File: src/rtl/mic_capture_ctrl.sv
// Avalon-MM control/status block for the 4-mic capture DMA.
// Runs the DMA start/FINISHED handshake, ping-pongs between two host buffers,
// tracks host ownership (FULL) of each buffer and raises a level interrupt.
module mic_capture_ctrl #(
  parameter int unsigned GAP_CYCLES   = 4,
  parameter int unsigned SAMPLE_BYTES = 4
) (
  input  logic        CLK,
  input  logic        RESET,
  input  logic [2:0]  AVS_ADDRESS,
  input  logic        AVS_READ,
  input  logic        AVS_WRITE,
  input  logic [31:0] AVS_WRITEDATA,
  output logic [31:0] AVS_READDATA,
  output logic        DMA_START,
  output logic [31:0] DMA_START_ADDR,
  output logic [31:0] DMA_NUM_SAMPLES,
  input  logic        DMA_FINISHED,
  output logic        IRQ
);

  localparam int unsigned GapW = (GAP_CYCLES > 2) ? $clog2(GAP_CYCLES) : 1;
  localparam logic [GapW-1:0] GapLast = GapW'(GAP_CYCLES - 1);

  localparam logic [2:0] AddrCtrl       = 3'd0;
  localparam logic [2:0] AddrStatus     = 3'd1;
  localparam logic [2:0] AddrBuf0       = 3'd2;
  localparam logic [2:0] AddrBuf1       = 3'd3;
  localparam logic [2:0] AddrNumSamples = 3'd4;
  localparam logic [2:0] AddrBlockCount = 3'd5;
  localparam logic [2:0] AddrBufAck     = 3'd6;

  typedef enum logic [2:0] {
    StIdle,
    StArm,
    StRun,
    StRelease,
    StWaitBuf
  } state_e;

  state_e            state_q, state_d;
  logic [GapW-1:0]   gap_cnt_q, gap_cnt_d;
  logic              target_q, target_d;
  logic              active_buf_q, active_buf_d;
  logic              ctrl_enable_q, ctrl_enable_d;
  logic              ctrl_cont_q, ctrl_cont_d;
  logic              ctrl_irq_en_q, ctrl_irq_en_d;
  logic              done_q, done_d;
  logic              overrun_q, overrun_d;
  logic              err_q, err_d;
  logic [1:0]        full_q, full_d;
  logic [31:0]       buf0_addr_q, buf0_addr_d;
  logic [31:0]       buf1_addr_q, buf1_addr_d;
  logic [31:0]       num_samples_q, num_samples_d;
  logic [31:0]       block_count_q, block_count_d;
  logic [31:0]       dma_addr_q, dma_addr_d;
  logic [31:0]       dma_num_q, dma_num_d;
  logic [31:0]       readdata_q, readdata_d;
  logic              irq_q, irq_d;

  logic              busy;
  logic              no_samples;
  logic              next_buf;
  logic [31:0]       rdata;

  assign busy       = (state_q == StArm) || (state_q == StRun) || (state_q == StRelease);
  // A zero-length block would never raise FINISHED, so it is rejected up front.
  assign no_samples = (num_samples_q == 32'd0) || (SAMPLE_BYTES == 0);
  assign next_buf   = ~target_q;

  // CSR read mux, registered below for a fixed one-cycle read latency.
  always_comb begin
    rdata = 32'd0;
    case (AVS_ADDRESS)
      AddrCtrl:       rdata = {29'd0, ctrl_irq_en_q, ctrl_cont_q, ctrl_enable_q};
      AddrStatus:     rdata = {24'd0, full_q, 1'b0, err_q, overrun_q, done_q, active_buf_q, busy};
      AddrBuf0:       rdata = buf0_addr_q;
      AddrBuf1:       rdata = buf1_addr_q;
      AddrNumSamples: rdata = num_samples_q;
      AddrBlockCount: rdata = block_count_q;
      default:        rdata = 32'd0;
    endcase
  end

  // Next state: software CSR writes first, then FSM/hardware updates so hardware sets win.
  always_comb begin
    state_d       = state_q;
    gap_cnt_d     = gap_cnt_q;
    target_d      = target_q;
    active_buf_d  = active_buf_q;
    ctrl_enable_d = ctrl_enable_q;
    ctrl_cont_d   = ctrl_cont_q;
    ctrl_irq_en_d = ctrl_irq_en_q;
    done_d        = done_q;
    overrun_d     = overrun_q;
    err_d         = err_q;
    full_d        = full_q;
    buf0_addr_d   = buf0_addr_q;
    buf1_addr_d   = buf1_addr_q;
    num_samples_d = num_samples_q;
    block_count_d = block_count_q;
    dma_addr_d    = dma_addr_q;
    dma_num_d     = dma_num_q;
    readdata_d    = AVS_READ ? rdata : 32'd0;
    irq_d         = ctrl_irq_en_q & (done_q | overrun_q | err_q);

    if (AVS_WRITE) begin
      case (AVS_ADDRESS)
        AddrCtrl: begin
          ctrl_enable_d = AVS_WRITEDATA[0];
          ctrl_cont_d   = AVS_WRITEDATA[1];
          ctrl_irq_en_d = AVS_WRITEDATA[2];
        end
        AddrStatus: begin
          done_d    = done_q & ~AVS_WRITEDATA[2];
          overrun_d = overrun_q & ~AVS_WRITEDATA[3];
          err_d     = err_q & ~AVS_WRITEDATA[4];
        end
        AddrBuf0:       buf0_addr_d   = {AVS_WRITEDATA[31:2], 2'b00};
        AddrBuf1:       buf1_addr_d   = {AVS_WRITEDATA[31:2], 2'b00};
        AddrNumSamples: num_samples_d = AVS_WRITEDATA;
        AddrBlockCount: block_count_d = 32'd0;
        AddrBufAck:     full_d        = full_q & ~AVS_WRITEDATA[1:0];
        default:        ;
      endcase
    end

    case (state_q)
      StIdle: begin
        if (ctrl_enable_q) begin
          if (no_samples) begin
            err_d         = 1'b1;
            ctrl_enable_d = 1'b0;
          end else begin
            target_d     = 1'b0;
            active_buf_d = 1'b0;
            dma_addr_d   = buf0_addr_q;
            dma_num_d    = num_samples_q;
            state_d      = full_q[0] ? StWaitBuf : StArm;
          end
        end
      end
      StArm: begin
        // Hold START until the DMA has cleared FINISHED from the previous block.
        if (!DMA_FINISHED) state_d = StRun;
      end
      StRun: begin
        if (DMA_FINISHED) begin
          full_d[target_q] = 1'b1;
          done_d           = 1'b1;
          block_count_d    = block_count_d + 32'd1;
          gap_cnt_d        = '0;
          state_d          = StRelease;
        end
      end
      StRelease: begin
        if (gap_cnt_q == GapLast) begin
          gap_cnt_d = '0;
          if (!ctrl_cont_q) begin
            ctrl_enable_d = 1'b0;
            state_d       = StIdle;
          end else if (ctrl_enable_q) begin
            target_d = next_buf;
            if (full_q[next_buf]) begin
              overrun_d = 1'b1;
              state_d   = StWaitBuf;
            end else begin
              active_buf_d = next_buf;
              dma_addr_d   = next_buf ? buf1_addr_q : buf0_addr_q;
              dma_num_d    = num_samples_q;
              state_d      = StArm;
            end
          end else begin
            state_d = StIdle;
          end
        end else begin
          gap_cnt_d = gap_cnt_q + GapW'(1);
        end
      end
      StWaitBuf: begin
        // target_q already names the buffer being waited on.
        if (!ctrl_enable_q) begin
          state_d = StIdle;
        end else if (!full_q[target_q]) begin
          active_buf_d = target_q;
          dma_addr_d   = target_q ? buf1_addr_q : buf0_addr_q;
          dma_num_d    = num_samples_q;
          state_d      = StArm;
        end
      end
      default: state_d = StIdle;
    endcase
  end

  // State and CSR registers with synchronous active-high reset.
  always_ff @(posedge CLK) begin
    if (RESET) begin
      state_q       <= StIdle;
      gap_cnt_q     <= '0;
      target_q      <= 1'b0;
      active_buf_q  <= 1'b0;
      ctrl_enable_q <= 1'b0;
      ctrl_cont_q   <= 1'b0;
      ctrl_irq_en_q <= 1'b0;
      done_q        <= 1'b0;
      overrun_q     <= 1'b0;
      err_q         <= 1'b0;
      full_q        <= 2'b00;
      buf0_addr_q   <= 32'd0;
      buf1_addr_q   <= 32'd0;
      num_samples_q <= 32'd0;
      block_count_q <= 32'd0;
      dma_addr_q    <= 32'd0;
      dma_num_q     <= 32'd0;
      readdata_q    <= 32'd0;
      irq_q         <= 1'b0;
    end else begin
      state_q       <= state_d;
      gap_cnt_q     <= gap_cnt_d;
      target_q      <= target_d;
      active_buf_q  <= active_buf_d;
      ctrl_enable_q <= ctrl_enable_d;
      ctrl_cont_q   <= ctrl_cont_d;
      ctrl_irq_en_q <= ctrl_irq_en_d;
      done_q        <= done_d;
      overrun_q     <= overrun_d;
      err_q         <= err_d;
      full_q        <= full_d;
      buf0_addr_q   <= buf0_addr_d;
      buf1_addr_q   <= buf1_addr_d;
      num_samples_q <= num_samples_d;
      block_count_q <= block_count_d;
      dma_addr_q    <= dma_addr_d;
      dma_num_q     <= dma_num_d;
      readdata_q    <= readdata_d;
      irq_q         <= irq_d;
    end
  end

  assign AVS_READDATA    = readdata_q;
  assign DMA_START       = (state_q == StArm) || (state_q == StRun);
  assign DMA_START_ADDR  = dma_addr_q;
  assign DMA_NUM_SAMPLES = dma_num_q;
  assign IRQ             = irq_q;

endmodule
File: config.mk
export PLATFORM = sky130hd
export DESIGN_NAME = mic_capture_ctrl
export DESIGN_NICKNAME = d
export VERILOG_FILES = /design/src/rtl/mic_capture_ctrl.sv
export SDC_FILE = /design/constraint.sdc
export NUM_CORES = 1
export LEC_CHECK = 0
export BUFFER_PORTS_ARGS = -buffer_cell sky130_fd_sc_hd__buf_2
export CORE_MARGIN = 3
export CORE_UTILIZATION = 60
export DETAILED_ROUTE_END_ITERATION = 10
export HOLD_SLACK_MARGIN = 0.08
export PLACE_DENSITY = 0.9
export SLEW_MARGIN = 20
export SYNTH_ARGS = -nofsm -noshare
export SYNTH_HDL_FRONTEND = slang
export SYNTH_SLANG_ARGS = --single-unit
File: constraint.sdc
create_clock -name CLK -period 3.3 [get_ports CLK]
set_input_delay 0.165 -clock CLK [delete_from_list [all_inputs] [get_ports CLK]]
set_output_delay 0.165 -clock CLK [all_outputs]
set_load 0.02 [all_outputs]
==> reports/results.txt <==
Max Root-Sink Buffers = 3
post-synthesis cell type count = 58
number of synthesized flops with an enable pin = 0
WP data arrival = 3160 ps
synth warn = 0
Initial Util = 0.621
die area = 19000 µm²
CP endpoint kind = register
max-slew violations = 0
die height = 138 µm
I/O pin count = 138
total negative slack = 0 ps
Avg Cell Area, Syn = 8.27 µm²
Worst-Skew Late Latency = 520 ps
synth top area cells = dfxtp_1 (45%), nand2_1 (9.8%), a21oi_1 (7.0%)
Routed WL = 30.1 mm
CP max stage cell = dfxtp_1
pwr/cell area = 504 nW/µm²
top cell type's share of synthesized area = 0.448
post-synth top area cell = dfxtp_1
Hold Crit Class = primary input to register
final critical-path share of the clock period = 0.822
synthesized instance count = 1264
Via Count = 9830
mux cell area share after synthesis = 0.104
Clock Power Share = 0.449
Final nets = 1428
layout cells sized above 1 = 0.175
global-route wire length before repair = 47.2 mm
CP required = 3750 ps
Max FO, Critical Path = 18
net switching power = 1.50 mW
area of the core = 16800 µm²
IO buf count = 135
Slew @ Worst Pin = 892 ps
final setup vio count = 0
antenna violations before repair = 0
Compound-Gate Fraction of Synth Area = 0.128
Synth Flop Type = dfxtp_1
Reg clk slew, reported paths = 60 ps
H-tree depth = 1
Flop pwr share = 0.469
CTS root buf = clkbuf_16
power share of the combinational group = 0.082
Slew HR = 0.404
Core Rows = 47
# hold bufs at CTS = 35
Setup CP Type = register to register
drt first pass iters = 6
Ant. Diodes = 0
Placer Congestion = 0.911
largest family of logic cells by synthesized area = simple AND/OR/NAND/NOR gates
ANT nets after route = 0
Leakage = 4.57 nW
global route total overflow = 0
minimum clock period = 2710 ps
fraction of registers with async set/reset = 0
Max Clock Freq = 369 MHz
Die Width = 138 µm
DRC = 0
cts repair resizes = 0
initial drt markers = 1251
final cell count without fillers = 1622
Mapped Area = 10400 µm²
Post-Synth Simple-Gate Area = 0.261
Hold Fails Final Rpt = 0
pre-CTS WS = 638 ps
CTS tree = done
peak supply drop = 463 µV
Critical Path Start Type = register
CTS Sinks = 234
Int Power = 4.75 mW
Post-Place Cells = 1545
hpwl dp = 19.5 mm
post-synthesis sequential area ratio = 0.448
Yosys reg bits = 234
Final WS setup = 587 ps
vias per cell = 6.06
RSZ-0062 raised after global routing = false
total CTS buffers = 24
max-cap viol count = 0
largest net degree at the start of global routing = 166
gr usage total = 0.310
Avg WL per Cell = 18.6 µm
vias in the first global route = 9064
adder-cell share of the synthesized area = 0.00240
area growth from synthesis to layout = 18.7%
Post-CTS Setup Repair Bufs = 0
max incr delay on CP = 640 ps
Post-Synth XOR/XNOR Area = 0.0151
Sw Share = 0.240
Final Skew = 11.3 ps
outcome = finished, final reports clean
critical-path cell list = and4bb_1 -> nand4_1 -> or3_1 -> or4_1 -> a21oi_1
critical path: cells and delay by family (launching register included):
| kind | cells | cell delay (ps) |
|---|---|---|
| AO/OA/AOI/OAI | 1 | 140 |
| flip-flops | 1 | 640 |
| AND/OR/NAND/NOR | 4 | 1860 |
stage by stage:
stage	utilization	hold slack [ps]	total power, mW	area, µm²
CTS	0.738	127	6.24	12400
detailed placement	0.668	443	3.46	11200
global placement	0.668	437	3.44	11200
floorplan	-	301	3.31	10500
global route	0.738	183	6.41	12400
finish	0.738	161	6.25	12400
power groups by stage:
| stage | clock [mW] | combinational (mW) | sequential [mW] |
|---|---|---|---|
| CTS | 2.81 | 0.501 | 2.93 |
| detailed placement | 0 | 0.466 | 2.99 |
| finish | 2.81 | 0.513 | 2.93 |
| global placement | 0 | 0.458 | 2.99 |
| global route | 2.93 | 0.550 | 2.94 |
| floorplan | 0 | 0.358 | 2.95 |
placed cells by master (no fill, tap or decap), drive strengths merged, types with 31 or more instances in the layout:
cell,n
dfxtp,234
buf,158
mux2i,65
a21oi,146
nand2,273
clkbuf,31
nand2b,69
dlygate4sd3,35
mux2,35
nor2b,37
nor2,97
worst paths after layout:
path                    from  cells after the start                 to  slack (ps)
min reg2reg  buf0_addr_q[25]                      2    buf0_addr_q[25]         470
min           AVS_ADDRESS[1]                      2    AVS_READDATA[1]         160
max               state_q[1]                      5  block_count_q[23]         590
max reg2reg       state_q[1]                      5  block_count_q[23]         590
synthesized netlist by cell type (all sizes together), types with 6 or more instances:
cell type and n:
nand2 273, dfxtp 234, a21oi 146, nor2 97
clkbuf 80, nand2b 69, mux2i 65, nor2b 37
mux2 35, a221oi 30, buf 18, nand3 18
nor4 15, nand4 14, xnor2 13, nor3 12
o21ai 11, a22oi 10, inv 8, a211oi 6
and3 6, or4 6
registers in the layout, indices dropped and copies added (netlist names), 3 cells and up:
| register | count |
|---|---|
| num_samples_q | 32 |
| block_count_q | 32 |
| DMA_NUM_SAMPLES | 32 |
| buf1_addr_q | 30 |
| buf0_addr_q | 30 |
| DMA_START_ADDR | 30 |
| AVS_READDATA | 32 |
| state_q | 3 |
layout make-up:
cell class                      instances  area [µm²]
Timing Repair Buffer                  193        1230
Sequential cell                       234        4680
Clock inverter                         11         136
Fill cell                            1165        4410
Multi-Input combinational cell        925        5370
Inverter                                8        30.0
Tap cell                              220         275
Clock buffer                           31         678
metal layers:
| layer | share of wire | GRT usage | up-vias |
|---|---|---|---|
| li1 | - | - | 4548 |
| met1 | 0.41 | 0.446 | 4618 |
| met2 | 0.45 | 0.475 | 572 |
| met3 | 0.11 | 0.0570 | 92 |
| met4 | 0.031 | 0.0944 | 0 |
| met5 | 0 | 0 | - |
logic make-up after synthesis:
| group | Yosys count |
|---|---|
| compound gates | 224 |
| xor+xnor | 18 |
| fa+ha+maj | 2 |
| buf+inv | 106 |
| flops | 234 |
| mux | 102 |
| other cells | 1 |
| simple gates | 577 |
No activity file was read; power rests on OpenSTA's default activity.
